<file path="config.mk">
export PLATFORM = sky130hd
export DESIGN_NAME = dht11_poll_ctrl
export DESIGN_NICKNAME = d
export VERILOG_FILES = /design/src/rtl/dht11_pkg.sv /design/src/rtl/bin2bcd8.sv /design/src/rtl/dht11_poll_ctrl.sv
export SDC_FILE = /design/constraint.sdc
export NUM_CORES = 1
export LEC_CHECK = 0
export BUFFER_PORTS_ARGS = -buffer_cell sky130_fd_sc_hd__buf_2
export CORE_ASPECT_RATIO = 0.9
export CORE_MARGIN = 2
export CORE_UTILIZATION = 60
export DETAILED_ROUTE_END_ITERATION = 10
export PLACE_DENSITY = 0.81
export REMOVE_ABC_BUFFERS = 1
export SLEW_MARGIN = 5
export SYNTH_ARGS = -nofsm -noshare
export SYNTH_HDL_FRONTEND = slang
export SYNTH_HIERARCHICAL = 1
export SYNTH_SLANG_ARGS = --single-unit
</file>
<file path="constraint.sdc">
create_clock -name clk -period 10.48 [get_ports clk]
set_input_delay 2.096 -clock clk [delete_from_list [all_inputs] [get_ports clk]]
set_output_delay 2.096 -clock clk [all_outputs]
set_load 0.03 [all_outputs]
</file>
<file path="src/rtl/dht11_pkg.sv">
// Shared types and constants for the DHT11 measurement scheduler:
// FSM states, frame byte offsets and the millisecond prescaler length.
package dht11_pkg;

  typedef enum logic [2:0] {
    SETTLE,
    IDLE,
    START,
    WAIT,
    CHECK,
    UPDATE,
    FAIL
  } state_t;

  localparam int BYTE_W      = 8;
  localparam int FRAME_W     = 40;
  localparam int HUM_INT_LSB = 32;
  localparam int HUM_DEC_LSB = 24;
  localparam int TMP_INT_LSB = 16;
  localparam int TMP_DEC_LSB = 8;
  localparam int CSUM_LSB    = 0;

  // Width of the ms-resolution spacing counters; they saturate rather than wrap.
  localparam int CNT_W = 16;

  function automatic int ms_cycles(input int clk_fre);
    return clk_fre * 1000;
  endfunction

  // Output slot 0 = hum int, 1 = temp dec, 2 = temp int (data_out LSB first).
  function automatic int bcd_src_lsb(input int slot);
    case (slot)
      0:       return HUM_INT_LSB;
      1:       return TMP_DEC_LSB;
      default: return TMP_INT_LSB;
    endcase
  endfunction

  // Sum of the four payload bytes (frame bits [39:8]), modulo 256.
  function automatic logic [BYTE_W-1:0] csum8(input logic [FRAME_W-BYTE_W-1:0] payload);
    return payload[HUM_INT_LSB-BYTE_W +: BYTE_W] + payload[HUM_DEC_LSB-BYTE_W +: BYTE_W]
         + payload[TMP_INT_LSB-BYTE_W +: BYTE_W] + payload[TMP_DEC_LSB-BYTE_W +: BYTE_W];
  endfunction

endpackage

</file>
<file path="src/rtl/bin2bcd8.sv">
// 8-bit binary to two-digit BCD; anything above 99 reads as 99.
module bin2bcd8 (
  input  logic [7:0] i_bin,
  output logic [7:0] o_bcd
);

  logic [3:0] w_tens;
  logic [3:0] w_ones;

  always_comb begin
    w_tens = 4'd0;
    for (int k = 1; k <= 9; k++) begin
      if (i_bin >= 8'(10 * k)) begin
        w_tens = 4'(k);
      end
    end
    w_ones = 4'(i_bin - 8'(w_tens) * 8'd10);
    o_bcd  = (i_bin > 8'd99) ? 8'h99 : {w_tens, w_ones};
  end

endmodule

</file>
<file path="src/rtl/dht11_poll_ctrl.sv">
// DHT11 measurement scheduler: periodic and on-demand starts with minimum
// spacing, timeout/retry handling, checksum verification and BCD publishing.
module dht11_poll_ctrl
  import dht11_pkg::*;
#(
  parameter int CLK_FRE    = 50,
  parameter int POLL_MS    = 2000,
  parameter int GAP_MS     = 1000,
  parameter int TIMEOUT_MS = 50,
  parameter int MAX_RETRY  = 3
) (
  input  logic        clk,
  input  logic        rst_n,
  input  logic        force_req,
  output logic        meas_start,
  input  logic        meas_done,
  input  logic        meas_err,
  input  logic [39:0] meas_raw,
  output logic [23:0] data_out,
  output logic        data_valid,
  output logic        upd_pulse,
  output logic        sensor_fault,
  output logic [7:0]  fail_cnt
);

  localparam int         MS_CYCLES = ms_cycles(CLK_FRE);
  localparam int         PRE_W     = $clog2(MS_CYCLES + 1);
  localparam logic [7:0] RETRY_LIM = 8'(MAX_RETRY);

  logic [PRE_W-1:0]   r_pre;
  logic               w_tick;
  logic [CNT_W-1:0]   r_gap;
  logic [CNT_W-1:0]   r_poll;
  logic [CNT_W-1:0]   w_gap_next;
  logic [CNT_W-1:0]   w_poll_next;
  logic               w_gap_ok;
  logic               w_poll_due;
  logic               w_timeout;
  logic               w_csum_ok;

  state_t             r_state;
  logic [7:0]         r_retry;
  logic               r_force_pend;
  logic [FRAME_W-1:0] r_raw;
  logic               r_meas_start;
  logic [23:0]        r_data_out;
  logic               r_data_valid;
  logic               r_upd_pulse;
  logic               r_sensor_fault;
  logic [7:0]         r_fail_cnt;
  logic [23:0]        w_bcd;

  assign w_tick = (r_pre == PRE_W'(MS_CYCLES - 1));

  always_comb begin
    w_gap_next  = r_gap;
    w_poll_next = r_poll;
    if (w_tick && (r_gap != '1)) begin
      w_gap_next = r_gap + CNT_W'(1);
    end
    if (w_tick && (r_poll != '1)) begin
      w_poll_next = r_poll + CNT_W'(1);
    end
  end

  // Start decisions look at the post-edge count, so a start lands on the tick edge itself.
  assign w_gap_ok   = (w_gap_next >= CNT_W'(GAP_MS));
  assign w_poll_due = (w_poll_next >= CNT_W'(POLL_MS));
  assign w_timeout  = (r_gap >= CNT_W'(TIMEOUT_MS));
  assign w_csum_ok  = (csum8(r_raw[FRAME_W-1:BYTE_W]) == r_raw[CSUM_LSB +: BYTE_W]);

  always_ff @(posedge clk or negedge rst_n) begin
    if (!rst_n) begin
      r_pre  <= '0;
      r_gap  <= '0;
      r_poll <= '0;
    end else begin
      r_pre <= w_tick ? '0 : r_pre + PRE_W'(1);
      if (r_state == START) begin
        r_gap  <= '0;
        r_poll <= '0;
      end else begin
        r_gap  <= w_gap_next;
        r_poll <= w_poll_next;
      end
    end
  end

  for (genvar gi = 0; gi < 3; gi++) begin : g_bcd
    localparam int SRC_LSB = bcd_src_lsb(gi);
    bin2bcd8 u_bcd (
      .i_bin (r_raw[SRC_LSB +: BYTE_W]),
      .o_bcd (w_bcd[gi*BYTE_W +: BYTE_W])
    );
  end

  always_ff @(posedge clk or negedge rst_n) begin
    if (!rst_n) begin
      r_state        <= SETTLE;
      r_retry        <= '0;
      r_force_pend   <= 1'b0;
      r_raw          <= '0;
      r_meas_start   <= 1'b0;
      r_data_out     <= '0;
      r_data_valid   <= 1'b0;
      r_upd_pulse    <= 1'b0;
      r_sensor_fault <= 1'b0;
      r_fail_cnt     <= '0;
    end else begin
      r_meas_start <= 1'b0;
      r_upd_pulse  <= 1'b0;
      if (force_req && (r_state != START)) begin
        r_force_pend <= 1'b1;
      end

      case (r_state)
        SETTLE: begin
          if (w_gap_ok) begin
            r_meas_start <= 1'b1;
            r_state      <= START;
          end
        end

        IDLE: begin
          if ((w_poll_due || r_force_pend) && w_gap_ok) begin
            r_meas_start <= 1'b1;
            r_state      <= START;
          end
        end

        START: begin
          r_force_pend <= 1'b0;
          r_state      <= WAIT;
        end

        // Error beats done when both arrive together.
        WAIT: begin
          if (meas_err || w_timeout) begin
            r_state <= FAIL;
          end else if (meas_done) begin
            r_raw   <= meas_raw;
            r_state <= CHECK;
          end
        end

        CHECK: begin
          r_state <= w_csum_ok ? UPDATE : FAIL;
        end

        UPDATE: begin
          r_data_out     <= w_bcd;
          r_upd_pulse    <= 1'b1;
          r_data_valid   <= 1'b1;
          r_retry        <= '0;
          r_sensor_fault <= 1'b0;
          r_state        <= IDLE;
        end

        FAIL: begin
          if (r_fail_cnt != 8'hFF) begin
            r_fail_cnt <= r_fail_cnt + 8'd1;
          end
          if ((r_retry + 8'd1) >= RETRY_LIM) begin
            r_sensor_fault <= 1'b1;
            r_retry        <= '0;
          end else begin
            r_retry      <= r_retry + 8'd1;
            r_force_pend <= 1'b1;
          end
          r_state <= IDLE;
        end

        default: r_state <= SETTLE;
      endcase
    end
  end

  assign meas_start   = r_meas_start;
  assign data_out     = r_data_out;
  assign data_valid   = r_data_valid;
  assign upd_pulse    = r_upd_pulse;
  assign sensor_fault = r_sensor_fault;
  assign fail_cnt     = r_fail_cnt;

endmodule
</file>
[Word-level counts from Yosys, hierarchy flattened]
Cells that the tools add are included.
Storage, ports and cells
  logic and storage cells: 143
  output and inout bits: 36
  register bits: 136
  input bits: 45
Cells by class
  multipliers: 3
  eq/ne operators: 16
  order comparisons: 34
  $add $sub $neg: 11
  reductions and logical operators: 13
  bitwise gates (word level): 1
  muxes and demuxes: 52
Operators by type and width (count)
  16-bit two-way mux: 5
  8-bit by 6-bit >= comparator with 1-bit output, second input constant: 9
  8-bit by 7-bit >= comparator with 1-bit output, second input constant: 9
  16-bit by 1-bit adder with 16-bit output, second input constant: 3
  8-bit by 5-bit >= comparator with 1-bit output, second input constant: 6
  3-bit two-way mux: 16
  8-bit two-way mux: 4
  16-bit != test, second input constant: 2
  8-bit adder: 3
  8-bit by 4-bit >= comparator with 1-bit output, second input constant: 3
  8-bit by 7-bit greater-than comparator with 1-bit output, second input constant: 3
  4-bit two-way mux: 6
  3-bit case mux with 6 select lines: 1
  8-bit by 1-bit adder with 8-bit output, second input constant: 2
  16-bit equality test, second input constant: 1
  16-bit by 10-bit >= comparator with 1-bit output, second input constant: 1
  16-bit by 11-bit >= comparator with 1-bit output, second input constant: 1
  16-bit by 6-bit >= comparator with 1-bit output, second input constant: 1
  8-bit case mux with 2 select lines: 1
  2-bit two-way mux: 7
  4-bit by 3-bit multiplier with 3-bit output, second input constant: 3
  4-bit subtractor: 3
  3-bit equality test, second input constant: 3
  1-bit two-way mux: 9
  other kinds (17): 28

[Longest topological paths before layout]
Gate-level depths: netlist of the first run.
  depth in word-level cells: 13
  gate-level depth with buffers: 13

[By module]
The synthesis of the first run kept the hierarchy.
By module, submodules not included
  dht11_poll_ctrl: cells an instance 660, times used 1, sequential area each 3403.3 um^2, area each 6929.1 um^2
  bin2bcd8: cells an instance 61, times used 3, sequential area each 0.0 um^2, area each 397.9 um^2

[Worst setup path after synthesis of the first run]
Ideal clock, no wire load.
  path kind: register to register
  start: reg r_raw[9]
  end: reg r_state[1]
  data required time: 10.335 ns
  library setup time: 0.145 ns
  stages on the path, launching flop included: 14
  period minus slack after synthesis: 3.352 ns
  slack: 7.128 ns
  data arrival time: 3.207 ns
  path through: dfrtp_1 > fa_1 > inv_1 > fa_1 > inv_1 > ha_1 > fa_1 > a21o_1 > a21oi_1 > o21bai_1 > a21oi_1 > xnor2_1 > o311ai_0 > o211ai_1
Between the ends
  word-level cells in the longest chain between the ends: 4
Ends and longest elaborated chain
  start: declaration: line dht11_poll_ctrl.sv:44  | logic [FRAME_W-1:0] r_raw;
  start signal: assignment: line dht11_poll_ctrl.sv:141  | r_raw <= meas_raw;
  8-bit adder: line dht11_pkg.sv:42  | + payload[TMP_INT_LSB-BYTE_W +: BYTE_W] + payload[TMP_DEC_LSB-BYTE_W +: BYTE_W];
  8-bit equality test: line dht11_poll_ctrl.sv:70  | assign w_csum_ok = (csum8(r_raw[FRAME_W-1:BYTE_W]) == r_raw[CSUM_LSB +: BYTE_W]);
  2-bit two-way mux: line dht11_poll_ctrl.sv:147  | r_state <= w_csum_ok ? UPDATE : FAIL;
  3-bit case mux with 6 select lines: line dht11_poll_ctrl.sv:116  | case (r_state)
  end signal: assignment: line dht11_poll_ctrl.sv:147
  end: declaration: line dht11_poll_ctrl.sv:41  | state_t r_state;
Every way passes these cells.
A chain may end at the register's enable or synchronous reset.

[Final worst setup path of the first run]
Ends and elaborated chain as after synthesis.

==> results.txt, run 1 <==
* Result of the run: complete, no violations
- After detailed routing, the number of vias per cell comes to ~5.8.
* Antenna violations before repair: 2
- Hold path startpoint: data_valid
- The layer flagged by global routing as most heavily used is met2.
* Mean instance size in the synthesized netlist: 9.64 µm²
- After clock tree synthesis, the setup repair step added 0 buffers.
- For this run, the top clock speed supported by timing is 267 MHz.
- The die is ~110 µm tall.
* Final HPWL DP: 11.3 mm
- Number of distinct standard cells referenced by the synthesized netlist: 67
* Worst Hold Depth: 1
- Total of hold buffers inserted after clock tree synthesis: 0
- Clock tree synthesis inserted a total of 17 buffers.
- The clock drives 136 sinks.
* Drt total wl: 17.2 mm
- Most common cell after layout, fill and taps aside: sky130_fd_sc_hd__dfrtp_1
- The H-tree was split into 4 levels.
- Sorting the synthesized cells by area gives the leading types as sky130_fd_sc_hd__dfrtp_1 (42%), sky130_fd_sc_hd__nand2_1 (5.9%), sky130_fd_sc_hd__mux2_2 (5.8%).
* Data required time of the critical path: 10.75 ns
- Commonest cells after routing, fill and taps aside: sky130_fd_sc_hd__dfrtp_1 (136), sky130_fd_sc_hd__nand2_1 (126), sky130_fd_sc_hd__buf_2 (79)
- The worst hold path terminates at data_valid.
- Synth top area share: 41.9%
- Violation count after the first detailed-routing iteration: 438
- Entering global routing, the biggest net connects 82 pins.
- Post-CTS repair changed the size of 0 cells.
* Fraction of registers with async set or reset after synthesis: 100%
- Starting Density: 61.2%
- Wire length per cell: 15.8 µm
* Clock slew at the register clock pins of the worst setup and hold paths: 0.06 ns
- Register bit count reported by yosys: 136
* Layout Skew: roughly 0.007 ns
- Data on the critical path arrives at its endpoint at 4.01 ns.
- Yosys mapped a number of flops with a built-in enable equal to 0.
* Final cycle utilization of the critical path: between 30% and 40%
* Worst-case register-to-register setup slack: just under 7 ns
- Routability Congestion: 0.874
- Counting cells, the worst reg-to-reg path comes to 13.
* Leakage power of the design: 4.49 nW
- The pre-antenna-repair detailed-routing pass consisted of 5 iterations.
* Aggregate negative setup slack: 0 ns
- The most used flip-flop cell after synthesis is sky130_fd_sc_hd__dfrtp_1.
- The min-delay analysis places its worst path in the category reg -> reg.
- FF/Latch Area: 0.00340 mm²
- Measured along the x axis, the die boundary spans 127 µm.
- RSZ-0062 raised after global routing: false
- Kind of end point of the critical path: flip-flop
- Number of standard cells after synthesis: 843
* Cell count after placement: 1,055
- The Yosys step of the flow raised 6 warnings.
* Source of the worst register-to-register timing path: r_raw[9]
* TritonCTS clock tree: built
* Crit path max fanout: 8
- The post-route netlist has 20.8% of its cells at a drive strength greater than 1.
- The max-slew violation count was 0.
- Count of pins on the block boundary: 81
- The clock period could shrink to 3.74 ns.
- Summed over all layers, the global routing overflow is 0.
- Post-route antenna net violation count: 0
- Setup violations remaining at the end of the flow were counted as 0.
- Overall power: 1.16 mW
- From synthesis to final layout, the design area changed by 13.5%.
* Share of synthesized area occupied by flip-flops and latches: 41.9%
- The final number of hold-violating endpoints is 0.
- Number of fill cells in the layout: a little under 1,000
* Fraction of met1 tracks used by global routing: roughly a third
* Vias: 6,314
- Placeable core area: between 0.01 and 0.015 mm²
- GRT Util Overall: approximately a quarter
- The worst register-to-register path ends at r_state[1].
- Skew-Pair Late Insertion Delay: 0.42 ns
* Worst setup SP type: flip-flop
- For the pin with the worst max-slew slack, the measured transition is between 0.9 and 1 ns.
- Combined area of all synthesized cells: 0.00812 mm²
- Site row count: 40
* Max-Slew Margin vs Limit: roughly 36%
- Setup CP Type: reg -> reg
- For met3 alone, demand over resource in global routing was around 5.4%.
- Max-cap check violation count: 0
- The worst-case IR drop observed on VDD is roughly 0.11 mV.
* Residual DRC: 0
- I/O Buffers: 80
- The number of global-route vias before repair is 6,023.
* Post-synthesis cell type with the largest combined area: sky130_fd_sc_hd__dfrtp_1
* Clk buf depth: 2
* NumNets Final: 985
* Timing startpoint of the critical path: r_raw[9]
- Global-route met2 utilization: 39.4%
- First-pass GRT wire length: roughly 29 mm
- Clk Tree Root Cell: sky130_fd_sc_hd__clkbuf_16
- Multi-input logic area: 0.00443 mm²
* Final instance count without filler cells: 1,089
* Power density over the cells: around 130 mW/mm²
* Die ar.: 0.0145 mm²
how the worst max path moves through the flow:
stage            endpoint  slack (ns)  cells after the start
2_1_floorplan    r_raw[0]        6.56                      5
3_3_place_gp    r_raw[14]        6.48                      6
3_5_place_dp    r_raw[18]        6.43                      6
4_1_cts        r_state[1]        6.73                     13
5_1_grt        r_state[1]        6.43                     13
6_report       r_state[1]        6.74                     13
power breakdown:
part,switching (mW),internal [mW]
logic,0.0132,0.00643
clock network,0.232,0.383
registers,0,0.525
through the flow:
stage	area, µm²	worst slack (ns)	hold slack, ns	util, %
2_1_floorplan	7960	6.56	0.452	-
6_report	9220	6.74	0.466	69.5
4_1_cts	9210	6.73	0.470	69.5
3_3_place_gp	8600	6.48	0.448	64.8
3_5_place_dp	8600	6.43	0.450	64.8
5_1_grt	9220	6.43	0.481	69.5
cells by family (layout without fill, tap and decap cells):
family / Yosys count / count (layout) / synth area share [%]
AO/OA/AOI/OAI: 121 / 121 / 10.8
XOR/XNOR: 63 / 63 / 6.79
adder cells (fa/ha/maj): 34 / 34 / 6.81
buffers and inverters: 75 / 151 / 3.67
flip-flops: 136 / 136 / 41.9
multiplexers: 43 / 43 / 5.95
other: 0 / 2 / 0
AND/OR/NAND/NOR: 371 / 371 / 24.1
flip-flops by register name (all words and copies together) (netlist names), 3 cells and up:
name	cells
data_out	24
r_state	3
r_pre	16
r_poll	16
r_gap	16
r_raw	40
fail_cnt	8
r_retry	8
synth_stat cells (all sizes together) (7+ instances only):
cell type	n
a21oi	29
clkbuf	24
o21ai	25
nand2b	12
or4	9
nand2	127
ha	17
nor2	72
mux2	42
nor4	10
buf	14
a211oi	10
nand4	20
fa	17
dfrtp	136
a211o	7
xor2	25
and2	10
or2	7
inv	37
nand3	22
nor2b	16
xnor2	38
and3	16
worst max-delay path, stage by stage (launching register included):
cell and delay [ns]:
sky130_fd_sc_hd__dfrtp_1 0.47, sky130_fd_sc_hd__fa_1 0.56, sky130_fd_sc_hd__inv_1 0.05, sky130_fd_sc_hd__fa_1 0.50, sky130_fd_sc_hd__inv_1 0.04, sky130_fd_sc_hd__ha_1 0.22
sky130_fd_sc_hd__fa_1 0.41, sky130_fd_sc_hd__a21o_1 0.17, sky130_fd_sc_hd__a21oi_1 0.24, sky130_fd_sc_hd__o21bai_1 0.09, sky130_fd_sc_hd__a21oi_1 0.19, sky130_fd_sc_hd__xnor2_1 0.14
sky130_fd_sc_hd__o311ai_0 0.36, sky130_fd_sc_hd__o211ai_1 0.15
final cells by class:
| type | count | share of cell area (%) |
|---|---|---|
| Tap cell | 168 | 2.28 |
| Antenna cell | 2 | 0.0543 |
| Timing Repair Buffer | 82 | 4.58 |
| Clock inverter | 13 | 1.82 |
| Multi-Input combinational cell | 632 | 48.0 |
| Inverter | 37 | 1.51 |
| Clock buffer | 19 | 4.81 |
| Sequential cell | 136 | 36.9 |
metal layers:
metal / up-vias / wire length (µm)
met5: - / 0
met4: 0 / 224
met3: 21 / 690
met2: 150 / 8300
met1: 3064 / 7960
li1: 3079 / -
Note: power is estimated with default switching activity, not from simulation.
==> inputs of run 2 (changes only) <==
- ABC_AREA: unset -> 1
- clock period: 10.48 -> 3.8 ns (I/O delays scaled with it)
==> results.txt, run 2 <==
* Most common cell after layout, fill and taps aside: sky130_fd_sc_hd__nand2_1
- Highest cell delay on the worst timing path: 0.54 ns (-0.02 ns)
* Crit path max fanout: 5 (-3)
- Type of the worst min-delay path: in -> async
- sky130_fd_sc_hd__dfrtp_1 takes more of the synthesized area than any other cell.
- Number of buffers added by the clock tree synthesis step: 17 (unchanged)
- The worst clock skew was 0.00951 ns (+0.00232 ns).
* Critical path data arrival time: 3.65 ns (-0.36 ns)
- Clk buf depth: 2 (unchanged)
- Total of hold buffers inserted after clock tree synthesis: 0 (unchanged)
- After global routing, the most crowded layer is met2.
- Clock slew at the register clock pins of the worst setup and hold paths: 0.06 ns (about the same)
* Die height: 116 µm (+1.6%)
- Skew-Pair Late Insertion Delay: 0.43 ns (about the same)
- The fraction of synthesis flops using an asynchronous set or reset pin came to 100% (unchanged).
* RSZ-0062 raised after global routing: false
* I/O Buffers: 80 (unchanged)
- Largest net degree at the start of global routing: 84 (+2.4%)
- Global route total overflow: 0 (unchanged)
- In the layout the commonest cells are sky130_fd_sc_hd__nand2_1 (307), sky130_fd_sc_hd__nor2_1 (146), sky130_fd_sc_hd__dfrtp_1 (136).
- The number of distinct library cells after synthesis came to 47 (-30%).
- Most numerous cell in the Yosys netlist: sky130_fd_sc_hd__nand2_1
- The tree is rooted in a sky130_fd_sc_hd__clkbuf_16.
* Yosys synthesis warning count: 6 (unchanged)
- Setup CP Type: reg -> reg
- Cell breakdown of the critical path: fa_1, inv_1, fa_1, inv_1, ha_1, fa_1, nand3_1, nand2_1, xor2_1, xor2_1, nor3_1, nand2_1, nand2_1, nand2_1, nand3_1, nand2_1
* Vias: 7,171 (+14%)
* Post-Place Setup Slack: 0.470 ns (-5.96 ns)
- The number of routed nets with antenna violations was 0 (unchanged).
- The part of the cycle the worst path needs was 87.9% (+52 points).
* Commonest cells post-synth: sky130_fd_sc_hd__nand2_1 (307), sky130_fd_sc_hd__nor2_1 (146), sky130_fd_sc_hd__dfrtp_1 (136)
- The register bit total from synthesis came to 136 (unchanged).
- Max-cap check violation count: 0 (unchanged)
- Residual DRC: 0 (unchanged)
- The power per unit of standard cell area came to 339 mW/mm² (+170%).
- The number of gates resized after cts came to 0 (unchanged).
- TritonCTS clock tree: built
* Dominant register cell in the synthesized netlist: sky130_fd_sc_hd__dfrtp_1
* Final instance count without filler cells: 1,360 (+25%)
- The global-route met3 utilization is 5.82% (+0.40 points).
* Global-route met2 utilization: 45.8% (+6.5 points)
* Fmax: 299 MHz (+12%)
* Fraction of met1 tracks used by global routing: 34.8% (+0.33 points)
* Antenna violations before repair: 1 (-1)
- Final HPWL DP: 13.7 mm (+20%)
- Placeable core area: 0.0135 mm² (+1.9%)
- The final number of hold-violating endpoints is 0 (unchanged).
- Count of pins on the block boundary: 81 (unchanged)
* Drt via density: 5.27 (-9.1%)
* Violation count after the first detailed-routing iteration: 494 (+13%)
* Result of the run: complete, no violations
- GRT Util Overall: 27.0% (+2.2 points)
* Combined area of all synthesized cells: 0.00839 mm² (+3.3%)
- Number of flip-flops under the largest register name: 40 (unchanged)
- The area of the die is 0.0149 mm² (+3.2%).
- The width of the die is 129 µm (+1.6%).
- The number of post-CTS setup repair buffers is 0 (unchanged).
- The count of mapped cells out of synthesis was 1,087 (+29%).
* Number of cells on the critical path: 16 (+3)
* Data required time of the critical path: 4.11 ns (-6.64 ns)
* Aggregate negative setup slack: 0 ns (unchanged)
- CP top delay family: adder cells
- Starting Density: 62.1% (+0.86 points)
* Number of enable-type register cells in the synthesized netlist: 0 (unchanged)
- Dominant cells by area after synthesis: sky130_fd_sc_hd__dfrtp_1 (41%), sky130_fd_sc_hd__nand2_1 (14%), sky130_fd_sc_hd__nor2_1 (6.5%)
* Crit-path most repeated cell: sky130_fd_sc_hd__nand2_1
* Max-Slew Margin vs Limit: 50.4% (+15 points)
* Smallest setup slack after layout: 0.461 ns (-6.28 ns)
* First-pass GRT wire length: 31.9 mm (+10%)
* Transition time at the pin with the least slew margin: 0.744 ns (-0.220 ns)
- The area share of the largest cell type after synthesis was 40.6% (-1.3 points).
- The total buffers and inverters traversed by the critical path is 2 (unchanged).
- Time the final worst path needs with I/O delays and setup: 3.34 ns (-0.402 ns)
* Mean instance size in the synthesized netlist: 7.72 µm² (-20%)
* Drt total wl: 18.6 mm (+8.5%)
* Antenna cell count: 0 (-2)
* Number of global-route vias before repair: 6,945 (+15%)
* Setup-violating endpoint count in the final report: 0 (unchanged)
- Share of layout cells above drive strength 1: 17.2% (-3.6 points)
- Cell count after placement: 1,328 (+26%)
* Leakage power of the design: 5.32 nW (+19%)
- Ranked by flip-flop count, first place goes to r_raw.
- The number of nets in the layout was 1,258 (+28%).
* Level count of the clock H-tree: 4 (unchanged)
* Kind of end point of the critical path: flip-flop
- Among all stages on the critical path, the largest delay is contributed by sky130_fd_sc_hd__fa_1.
* Share of synthesized area occupied by flip-flops and latches: 40.6% (-1.3 points)
- Wire length per cell: 13.7 µm (-13%)
* Routability Congestion: 0.961 (+10%)
- The worst reg-to-reg path cell count is 16 (+3).
- Area grow syn2layout: 14.6%
- Site row count: 40 (unchanged)
- STA classifies the critical path startpoint as a flip-flop.
- Worst vdd ir: 0.335 mV (+200%)
* Number of fill cells in the layout: 1,060 (+7.5%)
- The max-slew violation count was 0 (unchanged).
- The detailed-routing iteration count for the pre-antenna-repair pass was 5 (unchanged).
- Clock sinks: 136 (unchanged)
==> run 2: final timing paths <==
path / start / slack (ns) / end
worst min register to register: data_out[7] / 0.47 / data_out[7]
max in group asynchronous: rst_n / 2.60 / data_out[20]
min in group clk: data_out[7] / 0.47 / data_out[7]
worst max register to register: r_raw[9] / 0.46 / r_state[1]
worst min-delay path: rst_n / 0.38 / r_pre[9]
worst max-delay path: r_raw[9] / 0.46 / r_state[1]
==> run 2: per-layer routing <==
| metal | vias to the layer above | wire length, µm | share of wire [%] |
|---|---|---|---|
| met5 | - | 13 | 0.070 |
| met4 | 2 | 350 | 1.9 |
| met3 | 31 | 856 | 4.6 |
| met2 | 168 | 9060 | 49 |
| met1 | 3363 | 8350 | 45 |
| li1 | 3607 | - | - |
==> run 2: layout make-up <==
type	instances	area, µm²	area share (%)
timing repair buffer	88	467	4.85
clock buffer	21	460	4.79
multi-input combinational	789	4350	45.2
sequential	136	3400	35.4
inverter	147	557	5.79
clock inverter	11	171	1.78
tap	168	210	2.19
==> run 2: stage by stage <==
stage / total power, mW / instance area [µm²] / utilization [%] / hold WS, ns
3_5_place_dp: 1.54 / 8990 / 66.5 / 0.454
2_1_floorplan: 1.48 / 8300 / - / 0.434
5_1_grt: 3.37 / 9620 / 71.2 / 0.446
6_report: 3.26 / 9620 / 71.2 / 0.380
3_3_place_gp: 1.53 / 8990 / 66.5 / 0.448
4_1_cts: 3.28 / 9620 / 71.2 / 0.412
==> run 2: power breakdown <==
group | internal, mW | switching [mW] | total, mW | leakage, nW
clock network | 1.13 | 0.623 | 1.76 | 0.303
logic | 0.0195 | 0.0384 | 0.0579 | 3.20
registers | 1.45 | 0.0000000000000000252 | 1.45 | 1.82
total | 2.60 | 0.661 | 3.26 | 5.32
==> run 2: logic make-up after synthesis <==
kind of cell / synth area share [%]
and+or+nand+nor: 30.3
buffers and inverters: 7.68
AOI/OAI and AO/OA: 6.99
xor gates and xnor gates: 3.86
DFF: 40.6
muxes: 4.03
adders and majority gates: 6.59
==> inputs of run 3 (changes only) <==
- ABC_AREA: 1 -> unset
==> results.txt, run 3 (same netlist as run 1, synthesis figures left out) <==
- Result of the run: complete, no violations
* Commonest cells after routing, fill and taps aside: sky130_fd_sc_hd__dfrtp_1 (136), sky130_fd_sc_hd__nand2_1 (126), sky130_fd_sc_hd__buf_2 (79)
* Die height: 114 µm (-1.6%)
* Transition time at the pin with the least slew margin: 1.04 ns (+0.300 ns)
- The tightest min-delay check is of the reg -> reg type.
* Routability Congestion: 0.887 (-7.7%)
* Antenna cell count: 0 (unchanged)
* TritonCTS clock tree: built
- Final-report max-slew violation count: 0 (unchanged)
* Number of failing hold endpoints at the final stage: 0 (unchanged)
* Kind of end point of the critical path: flip-flop
* Starting Density: 61.2% (-0.86 points)
- Clk Tree Root Cell: sky130_fd_sc_hd__clkbuf_16
- The DRC violations left was 0 (unchanged).
* RSZ-0062 raised after global routing: false
- The final HPWL from detailed placement was 11.8 mm (-13%).
* Post-route antenna net violation count: 0 (unchanged)
- Critical path data arrival time: 3.81 ns (+0.16 ns)
- The width of the die was 127 µm (-1.6%).
* Data required time of the critical path: 4.08 ns (-0.03 ns)
- The filler cell count was 996 (-6.0%).
- The number of input and output port buffers inserted came to 80 (unchanged).
- Worst setup SP type: flip-flop
* Time the final worst path needs with I/O delays and setup: 3.53 ns (+0.194 ns)
- The clock insertion delay at the later pin of the skew report was 0.42 ns (about the same).
- Post-Place Setup Slack: 0.262 ns (-0.208 ns)
* Aggregate negative setup slack: 0 ns (unchanged)
* Vias: 6,309 (-12%)
* Setup CP Type: reg -> reg
* Worst Hold Depth: 2
- Power density over the cells: 348 mW/mm² (+2.5%)
- Drt total wl: 17.4 mm (-6.5%)
- Largest net degree at the start of global routing: 118 (+40%)
* Hold EP: data_out[22]
- Source of the worst register-to-register timing path: r_raw[9]
- Violation count after the first detailed-routing iteration: 435 (-12%)
- The post-detailed-route via-to-cell ratio was 5.76 (+9.2%).
- Number of flip-flops under the largest register name: 40 (unchanged)
- Area grow syn2layout: 14.4%
* Worst vdd ir: 0.381 mV (+13%)
* Number of global-route vias before repair: 6,028 (-13%)
* Count of pins on the block boundary: 81 (unchanged)
- GRT Util Overall: 25.2% (-1.7 points)
- Reg-to-reg endpoint: r_state[1]
- Counting flops per register, the top entry is r_raw.
* Share of layout cells above drive strength 1: 21.6% (+4.4 points)
* Most common cell after layout, fill and taps aside: sky130_fd_sc_hd__dfrtp_1
- The tightest hold margin is 0.469 ns (+0.0883 ns).
- The standard cell core area was 0.0133 mm² (-1.9%).
- Final instance area: 0.00930 mm² (-3.4%)
- The total power consumption of the routed design was 3.23 mW (-0.94%).
- Fmax: 283 MHz (-5.5%)
- Wire length per cell: 15.9 µm (+16%)
- Global route total overflow: 0 (unchanged)
- The worst reg-to-reg setup slack came to 0.27 ns (-0.19 ns).
* First-pass GRT wire length: 29.4 mm (-8.1%)
* Leakage power of the design: 4.55 nW (-14%)
- Smallest setup slack after layout: 0.267 ns (-0.194 ns)
* Total of hold buffers inserted after clock tree synthesis: 0 (unchanged)
* FF/Latch Area: 0.00340 mm² (unchanged)
- Die ar.: 0.0145 mm² (-3.1%)
- The number of buffers inserted during clock tree synthesis was 17 (unchanged).
- Layout Skew: 0.00953 ns (+0.0000186 ns)
- The initial antenna violation count came to 0 (-1).
* Hold path startpoint: data_out[22]
* Max-cap check violation count: 0 (unchanged)
- DP Area: 0.00867 mm² (-3.5%)
- Clock sinks: 136 (unchanged)
- Final cycle utilization of the critical path: 93.0% (+5.1 points)
- Clock slew at the register clock pins of the worst setup and hold paths: 0.06 ns (about the same)
- Max-Slew Margin vs Limit: 30.4% (-20 points)
- The placement row count came to 40 (unchanged).
- Buffer count from post-CTS setup fixing: 0 (unchanged)
- 1st-pass router iterations: 6 (+1)
- Crit path max fanout: 2 (-3)
* NumNets Final: 994 (-21%)
- The maximum clock path buffer count was 2 (unchanged).
- Cell count of the worst reg-to-reg path: 13 (-3)
* Level count of the clock H-tree: 4 (unchanged)
- Setup-violating endpoint count in the final report: 0 (unchanged)
* Multi-input logic area: 0.00443 mm² (+1.8%)
## run 3: area by class of cell
class                      count  share of cell area, %
clock inverter                10                   1.53
tap                          168                   2.26
timing repair buffer          91                   5.26
multi-input combinational    632                   47.6
sequential                   136                   36.6
clock buffer                  22                   5.21
inverter                      37                   1.49
## run 3: repair_timing
| item | CTS | global route |
|---|---|---|
| endpoints found under the setup margin | 0 | 1 |
| resized for setup | 0 | 1 |
| endpoints found under the hold margin | 0 | 0 |
## run 3: report_power, final
| group | switching (mW) | internal [mW] |
|---|---|---|
| logic | 0.0380 | 0.0185 |
| clock network | 0.623 | 1.10 |
| registers | 0 | 1.45 |
| total | 0.661 | 2.57 |
## run 3: routing by layer
metal	up-vias	routed length, µm	track usage, %
met5	-	0	0
met4	0	281	7.18
met3	20	638	5.61
met2	132	8170	39.6
met1	3070	8340	35.6
li1	3087	-	-
## run 3: critical path, stage by stage, from the launching register on
cell,delay (ns)
sky130_fd_sc_hd__dfrtp_1,0.41
sky130_fd_sc_hd__fa_1,0.54
sky130_fd_sc_hd__inv_1,0.05
sky130_fd_sc_hd__fa_1,0.49
sky130_fd_sc_hd__inv_1,0.04
sky130_fd_sc_hd__ha_1,0.22
sky130_fd_sc_hd__fa_1,0.42
sky130_fd_sc_hd__a21o_1,0.18
sky130_fd_sc_hd__a21oi_1,0.21
sky130_fd_sc_hd__o21bai_1,0.10
sky130_fd_sc_hd__a21oi_1,0.20
sky130_fd_sc_hd__xnor2_1,0.12
sky130_fd_sc_hd__o311ai_1,0.28
sky130_fd_sc_hd__o211ai_1,0.14
## run 3: metrics by stage
stage / cells / util, %
finish: 1096 / 70.1
floorplan: 805 / -
CTS: 1096 / 70.1
global placement: 1064 / 65.4
global route: 1096 / 70.1
detailed placement: 1064 / 65.4
## run 3: how the worst max path moves through the flow
stage / from / end / slack, ns / cells past startpoint
floorplan: r_raw[9] / r_state[1] / 0.45 / 13
global placement: r_raw[9] / r_state[1] / 0.40 / 13
detailed placement: r_raw[9] / r_state[1] / 0.26 / 13
CTS: r_raw[9] / r_state[1] / 0.22 / 13
global route: r_raw[9] / r_state[1] / 0.06 / 13
finish: r_raw[9] / r_state[1] / 0.27 / 13
